`src/rtl/comm_calib_pkg.sv`:
```
// Shared definitions for the comm delay calibration controller.
//   state_t       : calibration FSM states
//   *_DEF         : default widths for the delay selects and error counter
//   popcount6     : number of set bits in a 6-bit symbol difference
package comm_calib_pkg;

  localparam int SEL_WIDTH_DEF = 4;
  localparam int ERR_WIDTH_DEF = 16;

  typedef enum logic [2:0] {
    ST_IDLE,
    ST_APPLY,
    ST_SETTLE,
    ST_MEASURE,
    ST_EVAL,
    ST_NEXT,
    ST_FINAL,
    ST_DONE
  } state_t;

  function automatic logic [2:0] popcount6(input logic [5:0] x);
    logic [2:0] c;
    c = 3'd0;
    for (int i = 0; i < 6; i++) begin
      c = c + {2'b00, x[i]};
    end
    return c;
  endfunction

endpackage

```
`src/rtl/comm_err_accum.sv`:
```
// Saturating bit-error accumulator.
// Ports:
//   clk, rst : clock, asynchronous active-high reset
//   clear    : zero the sum (wins over en)
//   en       : add popcount(a ^ b) this cycle
//   a, b     : 6-bit symbols to compare
//   sum      : registered error total, sticks at all-ones instead of wrapping
module comm_err_accum
  import comm_calib_pkg::*;
#(
  parameter int ERR_WIDTH = ERR_WIDTH_DEF
) (
  input  logic                 clk,
  input  logic                 rst,
  input  logic                 clear,
  input  logic                 en,
  input  logic [5:0]           a,
  input  logic [5:0]           b,
  output logic [ERR_WIDTH-1:0] sum
);

  localparam int WIDE_W = ERR_WIDTH + 1;

  logic [ERR_WIDTH-1:0] sum_q, sum_d;
  logic [WIDE_W-1:0]    wide;

  // One extra bit catches the carry so the total can clamp at all-ones.
  always_comb begin
    wide  = {1'b0, sum_q} + WIDE_W'(popcount6(a ^ b));
    sum_d = sum_q;
    if (clear) begin
      sum_d = '0;
    end else if (en) begin
      sum_d = wide[ERR_WIDTH] ? '1 : wide[ERR_WIDTH-1:0];
    end
  end

  always_ff @(posedge clk or posedge rst) begin
    if (rst) begin
      sum_q <= '0;
    end else begin
      sum_q <= sum_d;
    end
  end

  assign sum = sum_q;

endmodule

```
`src/rtl/comm_delay_calib.sv`:
```
// Calibration controller for the comm loopback path. Sweeps every
// (sample delay, valid delay) pair, counts bit errors between raw_send_d and
// raw_recv at each pair, and programs the pair with the fewest errors.
// Ports:
//   clk, rst                     : clock, asynchronous active-high reset
//   start, abort                 : begin a sweep / return to IDLE (abort wins)
//   manual_en, manual_sample,
//   manual_valid                 : manual delay override while not sweeping
//   raw_send_d, raw_recv,
//   valid_raw_recv               : aligned tx symbol, rx symbol, word strobe
//   ad1_delay, ad2_delay,
//   ad_valid_delay               : delay selects to the comm block
//   flush                        : 1-cycle pulse whenever the setting changes
//   busy, done, locked, best_err : sweep status and committed result
module comm_delay_calib
  import comm_calib_pkg::*;
#(
  parameter int SEL_WIDTH = SEL_WIDTH_DEF,
  parameter int SAMPLES   = 256,
  parameter int SETTLE    = 64,
  parameter int TIMEOUT   = 4096,
  parameter int ERR_WIDTH = ERR_WIDTH_DEF
) (
  input  logic                 clk,
  input  logic                 rst,
  input  logic                 start,
  input  logic                 abort,
  input  logic                 manual_en,
  input  logic [SEL_WIDTH-1:0] manual_sample,
  input  logic [SEL_WIDTH-1:0] manual_valid,
  input  logic [5:0]           raw_send_d,
  input  logic [5:0]           raw_recv,
  input  logic                 valid_raw_recv,
  output logic [SEL_WIDTH-1:0] ad1_delay,
  output logic [SEL_WIDTH-1:0] ad2_delay,
  output logic [SEL_WIDTH-1:0] ad_valid_delay,
  output logic                 flush,
  output logic                 busy,
  output logic                 done,
  output logic                 locked,
  output logic [ERR_WIDTH-1:0] best_err
);

  localparam int CNT_MAX = (SETTLE > SAMPLES) ? SETTLE : SAMPLES;
  localparam int CNT_W   = $clog2(CNT_MAX + 1);
  localparam int TMO_W   = $clog2(TIMEOUT + 1);

  state_t               state_q, state_d;
  logic [SEL_WIDTH-1:0] s_q, s_d, v_q, v_d;
  logic [CNT_W-1:0]     cnt_q, cnt_d;
  logic [TMO_W-1:0]     tmo_q, tmo_d;
  logic                 tmo_flag_q, tmo_flag_d;
  logic [SEL_WIDTH-1:0] cand_s_q, cand_s_d, cand_v_q, cand_v_d;
  logic [ERR_WIDTH-1:0] cand_err_q, cand_err_d;
  logic [SEL_WIDTH-1:0] best_s_q, best_s_d, best_v_q, best_v_d;
  logic [ERR_WIDTH-1:0] best_err_q, best_err_d;
  logic                 locked_q, locked_d;
  logic                 busy_q, busy_d;
  logic                 done_q, done_d;
  logic                 flush_q, flush_d;

  logic                 acc_clear, acc_en;
  logic [ERR_WIDTH-1:0] acc_sum;
  logic [ERR_WIDTH-1:0] meas_err;
  logic                 sweeping;

  comm_err_accum #(
    .ERR_WIDTH(ERR_WIDTH)
  ) u_accum (
    .clk   (clk),
    .rst   (rst),
    .clear (acc_clear),
    .en    (acc_en),
    .a     (raw_send_d),
    .b     (raw_recv),
    .sum   (acc_sum)
  );

  // Next-state logic for the sweep FSM, counters, candidate and committed best.
  always_comb begin
    state_d    = state_q;
    s_d        = s_q;
    v_d        = v_q;
    cnt_d      = cnt_q;
    tmo_d      = tmo_q;
    tmo_flag_d = tmo_flag_q;
    cand_s_d   = cand_s_q;
    cand_v_d   = cand_v_q;
    cand_err_d = cand_err_q;
    best_s_d   = best_s_q;
    best_v_d   = best_v_q;
    best_err_d = best_err_q;
    locked_d   = locked_q;
    done_d     = done_q;
    acc_clear  = 1'b0;
    acc_en     = 1'b0;
    sweeping   = state_q inside {ST_APPLY, ST_SETTLE, ST_MEASURE, ST_EVAL, ST_NEXT};
    // A timed-out point is scored as worst possible so it can never win.
    meas_err   = tmo_flag_q ? '1 : acc_sum;

    case (state_q)
      ST_IDLE, ST_DONE: begin
        if (abort) begin
          state_d = ST_IDLE;
          done_d  = 1'b0;
        end else if (start) begin
          state_d    = ST_APPLY;
          s_d        = '0;
          v_d        = '0;
          cand_s_d   = '0;
          cand_v_d   = '0;
          cand_err_d = '1;
          done_d     = 1'b0;
        end
      end
      ST_APPLY: begin
        state_d    = ST_SETTLE;
        cnt_d      = '0;
        tmo_flag_d = 1'b0;
        acc_clear  = 1'b1;
      end
      ST_SETTLE: begin
        if (cnt_q == CNT_W'(SETTLE - 1)) begin
          state_d = ST_MEASURE;
          cnt_d   = '0;
          tmo_d   = '0;
        end else begin
          cnt_d = cnt_q + CNT_W'(1);
        end
      end
      ST_MEASURE: begin
        // A final word arriving on the last timeout cycle still counts as complete.
        acc_en = valid_raw_recv;
        tmo_d  = tmo_q + TMO_W'(1);
        if (valid_raw_recv) begin
          cnt_d = cnt_q + CNT_W'(1);
        end
        if (valid_raw_recv && (cnt_q == CNT_W'(SAMPLES - 1))) begin
          state_d = ST_EVAL;
        end else if (tmo_q == TMO_W'(TIMEOUT - 1)) begin
          state_d    = ST_EVAL;
          tmo_flag_d = 1'b1;
        end
      end
      ST_EVAL: begin
        // Strict less-than: on a tie the earlier point in sweep order is kept.
        if (meas_err < cand_err_q) begin
          cand_s_d   = s_q;
          cand_v_d   = v_q;
          cand_err_d = meas_err;
        end
        state_d = ST_NEXT;
      end
      ST_NEXT: begin
        if (v_q == '1) begin
          v_d = '0;
          if (s_q == '1) begin
            state_d    = ST_FINAL;
            best_s_d   = cand_s_q;
            best_v_d   = cand_v_q;
            best_err_d = cand_err_q;
            locked_d   = (cand_err_q == '0);
          end else begin
            s_d     = s_q + SEL_WIDTH'(1);
            state_d = ST_APPLY;
          end
        end else begin
          v_d     = v_q + SEL_WIDTH'(1);
          state_d = ST_APPLY;
        end
      end
      ST_FINAL: begin
        state_d = ST_DONE;
        done_d  = 1'b1;
      end
      default: begin
        state_d = ST_IDLE;
      end
    endcase

    // Abort mid-sweep discards everything, including a commit that was about to happen.
    if (abort && sweeping) begin
      state_d    = ST_IDLE;
      best_s_d   = best_s_q;
      best_v_d   = best_v_q;
      best_err_d = best_err_q;
      locked_d   = locked_q;
      done_d     = 1'b0;
    end

    busy_d  = state_d inside {ST_APPLY, ST_SETTLE, ST_MEASURE, ST_EVAL, ST_NEXT};
    flush_d = (state_d == ST_APPLY) || (state_d == ST_FINAL) || (abort && sweeping);
  end

  // All controller state, registered on one clock.
  always_ff @(posedge clk or posedge rst) begin
    if (rst) begin
      state_q    <= ST_IDLE;
      s_q        <= '0;
      v_q        <= '0;
      cnt_q      <= '0;
      tmo_q      <= '0;
      tmo_flag_q <= 1'b0;
      cand_s_q   <= '0;
      cand_v_q   <= '0;
      cand_err_q <= '1;
      best_s_q   <= '0;
      best_v_q   <= '0;
      best_err_q <= '1;
      locked_q   <= 1'b0;
      busy_q     <= 1'b0;
      done_q     <= 1'b0;
      flush_q    <= 1'b0;
    end else begin
      state_q    <= state_d;
      s_q        <= s_d;
      v_q        <= v_d;
      cnt_q      <= cnt_d;
      tmo_q      <= tmo_d;
      tmo_flag_q <= tmo_flag_d;
      cand_s_q   <= cand_s_d;
      cand_v_q   <= cand_v_d;
      cand_err_q <= cand_err_d;
      best_s_q   <= best_s_d;
      best_v_q   <= best_v_d;
      best_err_q <= best_err_d;
      locked_q   <= locked_d;
      busy_q     <= busy_d;
      done_q     <= done_d;
      flush_q    <= flush_d;
    end
  end

  // Sweep point wins while busy; otherwise manual override or committed best.
  always_comb begin
    if (busy_q) begin
      ad1_delay      = s_q;
      ad_valid_delay = v_q;
    end else if (manual_en) begin
      ad1_delay      = manual_sample;
      ad_valid_delay = manual_valid;
    end else begin
      ad1_delay      = best_s_q;
      ad_valid_delay = best_v_q;
    end
  end

  assign ad2_delay = ad1_delay;
  assign flush     = flush_q;
  assign busy      = busy_q;
  assign done      = done_q;
  assign locked    = locked_q;
  assign best_err  = best_err_q;

endmodule

```
`config.mk`:
```
export PLATFORM = sky130hd
export DESIGN_NAME = comm_delay_calib
export DESIGN_NICKNAME = d
export VERILOG_FILES = /design/src/rtl/comm_calib_pkg.sv /design/src/rtl/comm_err_accum.sv /design/src/rtl/comm_delay_calib.sv
export SDC_FILE = /design/constraint.sdc
export NUM_CORES = 1
export LEC_CHECK = 0
export CAP_MARGIN = 20
export CORE_AREA = 2 2 138 86
export DETAILED_ROUTE_END_ITERATION = 16
export DIE_AREA = 0 0 140 88
export GPL_ROUTABILITY_DRIVEN = 0
export PLACE_DENSITY = 0.76
export SLEW_MARGIN = 30
export SYNTH_ARGS = -nofsm -noshare
export SYNTH_HDL_FRONTEND = slang
export SYNTH_SLANG_ARGS = --single-unit
```
`constraint.sdc`:
```
create_clock -name clk -period 4.61 [get_ports clk]
set_input_delay 0.922 -clock clk [delete_from_list [all_inputs] [get_ports clk]]
set_output_delay 0.922 -clock clk [all_outputs]
set_load 0.1 [all_outputs]
```
==> flow_metrics.tcl <==
set metrics [dict create \
    cts-root-buf "clkbuf_16" \
    grt_max_degree 54 \
    synth_seq_cells 102 \
    cts_setup_buffers 0 \
    post_cts_resized 0 \
    synth_cell_types 63 \
    cp-end-kind "flip-flop" \
    dp_hpwl_um 11200 \
    p_leak_nw 3.23 \
    design_area_um2 7230 \
    worstPathRequired_ns 4.88 \
    grt_pass1_vias 5082 \
    peakVddDrop_uv 205 \
    rsz0062_at_grt "no" \
    finalCriticalPeriod_ns 4.44 \
    wl_per_cell_um 18.0 \
    nNetsFinal 772 \
    place_area_um2 6950 \
    total_power_w 0.00223 \
    via_per_inst 6.40 \
    slowest_delay_ns 0.51 \
    core_area_um2 11100 \
    synth_area_leader_cell "dfrtp_1" \
    drive_gt1_share_pct 17.3 \
    numCtsBuffers 9 \
    clock_latency_ns 0.35 \
    hold_path.class "flip-flop to flip-flop" \
    syn_avg_cell_area_um2 9.32 \
    wirelength_um 15600 \
    yosysMostFrequentCell "nand2_1" \
    yosysSeqAreaShare_pct 41.1 \
    cp_cell_sequence "clkdlybuf4s50_1, xor2_1, ha_1, inv_1, fa_1, fa_1, fa_1, fa_1, nor2b_1, o21a_1, nand4_1, buf_4, a21o_1, o21ai_0" \
    worstSetupPathType "input port to flip-flop" \
    drc 7 \
    die_area_um2 12300 \
    whs_ns 0.486 \
    dpl_worst_slack_ns -0.258 \
    holdBufCountCts 0 \
    diodes 0 \
    max_slew.worst_pin.slew_ns 0.970 \
    yosysWarningCount 0 \
    maxCapViolCount 0 \
    io_pins 58 \
    synth_flop_cell "dfrtp_1" \
    ys_async_sr_fraction_pct 100 \
    rows 30 \
    syn-instance-count 676 \
    cts_tree "done" \
    cp-start-kind "input port" \
    slowest_stage "fa_1" \
    vias 5553 \
    hold_viol 0 \
    cts_buffer_depth 2 \
    min_period_over_period_pct 96.3 \
    fillCellCount 866 \
    status "finished with violations" \
    finalSetupViolCount 0 \
    synth_nets 730 \
    slew_violations 0 \
    final_util_pct 65.3 \
    netlist_area_um2 6300 \
    fin_ws_ns 0.169 \
    synthToLayoutAreaGrowth_pct 14.8 \
    clkTransAtPathRegs_ns 0.07 \
    crit_fanout 9 \
    grt_usage_pct 26.1 \
    synth_top_area_share_pct 27.8 \
    grt_pass1_wl_um 25800 \
    fmax_ghz 0.225 \
    dr.pass1.iters 12 \
    initial_core_util_pct 56.9 \
    ys_top_cells_by_count "nand2_1, dfrtp_1, o21ai_0, inv_1, nor2_1" \
    drtIter0Drc 828 \
    overflow 0 \
    synthTopCellsByArea "dfrtp_1, dfstp_2, nand2_1" \
    port_buffers 57 \
    synth-edff-count 0 \
    arrival_ns 4.71 \
    fp.dieW_um 140 \
    powerDensity_nw_per_um2 308 \
    cts_max_level 3 \
    violations "design-rule violations" \
    clkSinkCount 102 \
    antenna_left 0 \
    dieHeight_um 88 \
    fin_worst_skew_ns 0.0115 \
    relSlewSlack_pct 35.1 \
    cp_common_cell "fa_1" \
    antenna_found_initial 1 \
]
through the flow:
| stage | TNS, ns | std cells |
|---|---|---|
| 2_1_floorplan | 0 | 676 |
| 3_3_place_gp | -0.330 | 851 |
| 3_5_place_dp | -2.72 | 851 |
| 4_1_cts | 0 | 867 |
| 5_1_grt | 0 | 867 |
| 6_report | 0 | 867 |
worst max-delay path, delay by kind of cell:
| family | cells | cell delay (ns) |
|---|---|---|
| xor gates and xnor gates | 1 | 0.16 |
| adders and majority gates | 5 | 2.19 |
| buffers and inverters | 3 | 0.67 |
| AOI/OAI and AO/OA | 3 | 0.42 |
| and+or+nand+nor | 2 | 0.33 |
final timing paths:
| check | start | end | slack, ns | depth (start not counted) |
|---|---|---|---|---|
| worst min register to register | tmo_q[12]$_DFFE_PP0P_ | tmo_q[12]$_DFFE_PP0P_ | 0.49 | 1 |
| worst max register to register | tmo_flag_q$_DFFE_PP0P_ | cand_err_q[7]$_DFFE_PP1P_ | 1.55 | 7 |
| worst max-delay path | raw_recv[0] | u_accum.sum[2]$_DFFE_PP0P_ | 0.17 | 14 |
| worst min-delay path | tmo_q[12]$_DFFE_PP0P_ | tmo_q[12]$_DFFE_PP0P_ | 0.49 | 1 |
| max in group asynchronous | rst | cand_err_q[6]$_DFFE_PP1P_ | 2.84 | 3 |
| min in group asynchronous | rst | tmo_q[1]$_DFFE_PP0P_ | 1.03 | 2 |
state kept, by name (all words and copies together) (netlist names):
register / count
cand_err_q: 16
state_q: 3
best_err: 16
s_q: 4
u_accum.sum: 16
done: 1
flush: 1
cnt_q: 9
best_v_q: 4
busy: 1
locked: 1
best_s_q: 4
tmo_q: 13
v_q: 4
cand_v_q: 4
tmo_flag_q: 1
cand_s_q: 4
where the power goes:
| group | internal (W) | switching [W] |
|---|---|---|
| registers | 0.000927 | 0.0000588 |
| logic | 0.000158 | 0.000357 |
| clock network | 0.000374 | 0.000351 |
kinds of logic after synthesis:
family / Yosys count / share of synthesized area (%)
compound gates: 188 / 20.9
fa+ha+maj: 28 / 6.04
buf+inv: 84 / 5.66
simple gates: 225 / 18.3
flops: 102 / 41.1
mux: 34 / 5.88
xor+xnor: 15 / 2.08
area by class of cell:
type	count	area, µm²	area share [%]
clock buffers	9	225	3.11
clock inverters	7	56.3	0.779
inverters	47	179	2.47
multi-input cells	490	3360	46.5
flip-flops and latches	102	2590	35.8
well taps	144	180	2.49
repair buffers	68	636	8.79
cell usage in the layout, fill, tap and decap left out, types with 22 or more instances in the layout:
master / count
dfstp_2: 32
buf_4: 22
nor2_1: 33
dfrtp_1: 70
ha_1: 24
o21ai_0: 45
mux2_2: 24
nand2_1: 81
clkdlybuf4s50_1: 45
inv_1: 46
a21oi_1: 22
layer usage:
layer,part of all wire (%),GRT usage [%],vias to the layer above
met1,45,37.3,2631
met3,9.5,6.18,28
met2,44,41.3,307
li1,-,-,2585
met5,0.12,0,-
met4,1.2,4.96,2
(Power assumes the default switching activity.)
==> edit (same settings) <==
`s_q` no longer has a reset.
--- a/src/rtl/comm_delay_calib.sv
+++ b/src/rtl/comm_delay_calib.sv
@@ -198,3 +198,2 @@
       state_q    <= ST_IDLE;
-      s_q        <= '0;
       v_q        <= '0;
@@ -215,3 +214,2 @@
       state_q    <= state_d;
-      s_q        <= s_d;
       v_q        <= v_d;
@@ -233,2 +231,6 @@
 
+  always_ff @(posedge clk) begin
+    s_q <= s_d;
+  end
+
   // Sweep point wins while busy; otherwise manual override or committed best.
Behaviour: same outputs for any inputs over 10 cycles, from zero or initial values and one cycle with rst high; that may be too few to reach the edited logic, so the function may still have changed.
==> edit against the unedited design <==
  * Worst setup slack lost 0.013 ns
  * Highest routed layer is now met4
  * Critical path type unchanged
  * Die area is the same
  * Area after synthesis fell by 7.8%
  * The flow still finishes with violations (DRC)
  * Sequential cell count did not move
  * Via count is 19% lower
  * Total power down 8.7%
  * Wire length decreased by 20%
  * Cell area fell by 5.6%
==> edit: results (changes against the unedited design) <==
worst-path fanout max 4 (-5); failing checks DRC; wire length per cell 15.60 µm (-13%); P_seq 954 µW (-3.2%); status finished, violations left; peak supply drop 0.2084 mV (+1.9%); Post-synth EDFFs 4 (+4); Setup crit start raw_recv[1]; drt initial violations 398 (-52%); DRC 7 (unchanged); relative slew slack 35.15% (about the same); ranking of synthesized cells by area dfrtp_1, dfstp_2, ha_1; pin count of the biggest net entering global routing 64 (+19%); Reg power frac 46.9% (+2.6 points); Critical R2R Capture cand_s_q[0]; max incr delay on CP 0.60 ns (+0.09 ns); DP Cell Count 784 (-7.9%); ys async rst share 96.08% (-3.9 points); fin nets 706 (-8.5%); global-route wire length before repair 21.41 mm (-17%); sequential share of the synthesized area 44.98% (+3.8 points); fin cells 801 (-7.6%); DR pass1 iterations 13 (+1); vias in the first global route 4,344 (-15%); most instantiated cells after synthesis dfrtp_1, nand2_1, nor2_1; P_int 1413 µW (-3.1%); dpl ws -0.3275 ns (-0.06993 ns); syn nets 647 (-11%); initial antenna violation count 0 (-1); gr usage total 21.60% (-4.5 points); WP data arrival 4.69 ns (-0.02 ns); Avg Cell Area, Syn 9.794 µm² (+5.1%); Fill cells 890 (+2.8%)
==> edit: changes by cell type after synthesis, sizes merged, moves of 15 or more <==
cell and change:
mux2i +15, a211oi -18, clkbuf -16, nor2 +23
nand2 -26, o32ai -16
==> edit: per-layer routing <==
| metal | global-route usage, % | routed length [µm] |
|---|---|---|
| met3 | 4.374 | 605 |
| met5 | 0 | 0 |
| met4 | 5.601 | 126 |
| met1 | 30.92 | 6117 |
| met2 | 34.12 | 5647 |
==> edit: cells by family (layout without fill, tap and decap cells) <==
family	Yosys count	count (layout)	share of synthesized area, %
flops	102	102	44.98
compound gates	119	119	13.08
mux	57	57	10.77
simple gates	197	197	16.76
fa+ha+maj	28	28	6.549
xor+xnor	16	16	2.413
buf+inv	74	138	5.450
==> edit: what timing repair did <==
action | CTS | global route
hold buffers | 0 | 0
buffers inserted | 0 | 1
endpoints found under the setup margin | 0 | 15
gates resized for setup | 0 | 4
hold endpoints to repair | 0 | 0
==> edit: cell type report <==
type,count,area share [%]
sequential,102,38.27
inverter,48,2.713
multi-input combinational,417,42.39
clock buffer,10,3.354
tap,144,2.639
clock inverter,6,0.7881
timing repair buffer,74,9.842
==> edit: through the flow <==
step,TNS (ns),area [µm²]
finish,0,6827
global route,0,6827
CTS,0,6804
detailed placement,-3.535,6521
global placement,-2.356,6506
floorplan,0,5808
==> edit: worst min-delay path by stage <==
stage / startpoint / end / slack [ns] / cells after the start
final: best_v_q[3] / best_v_q[3] / 0.49 / 1
after CTS: best_v_q[3] / best_v_q[3] / 0.50 / 1
after global routing: cand_s_q[1] / best_s_q[1] / 0.53 / 1
after detailed placement: best_v_q[3] / best_v_q[3] / 0.48 / 1
after floorplan: tmo_q[10] / tmo_q[10] / 0.46 / 1
after global placement: best_v_q[3] / best_v_q[3] / 0.47 / 1
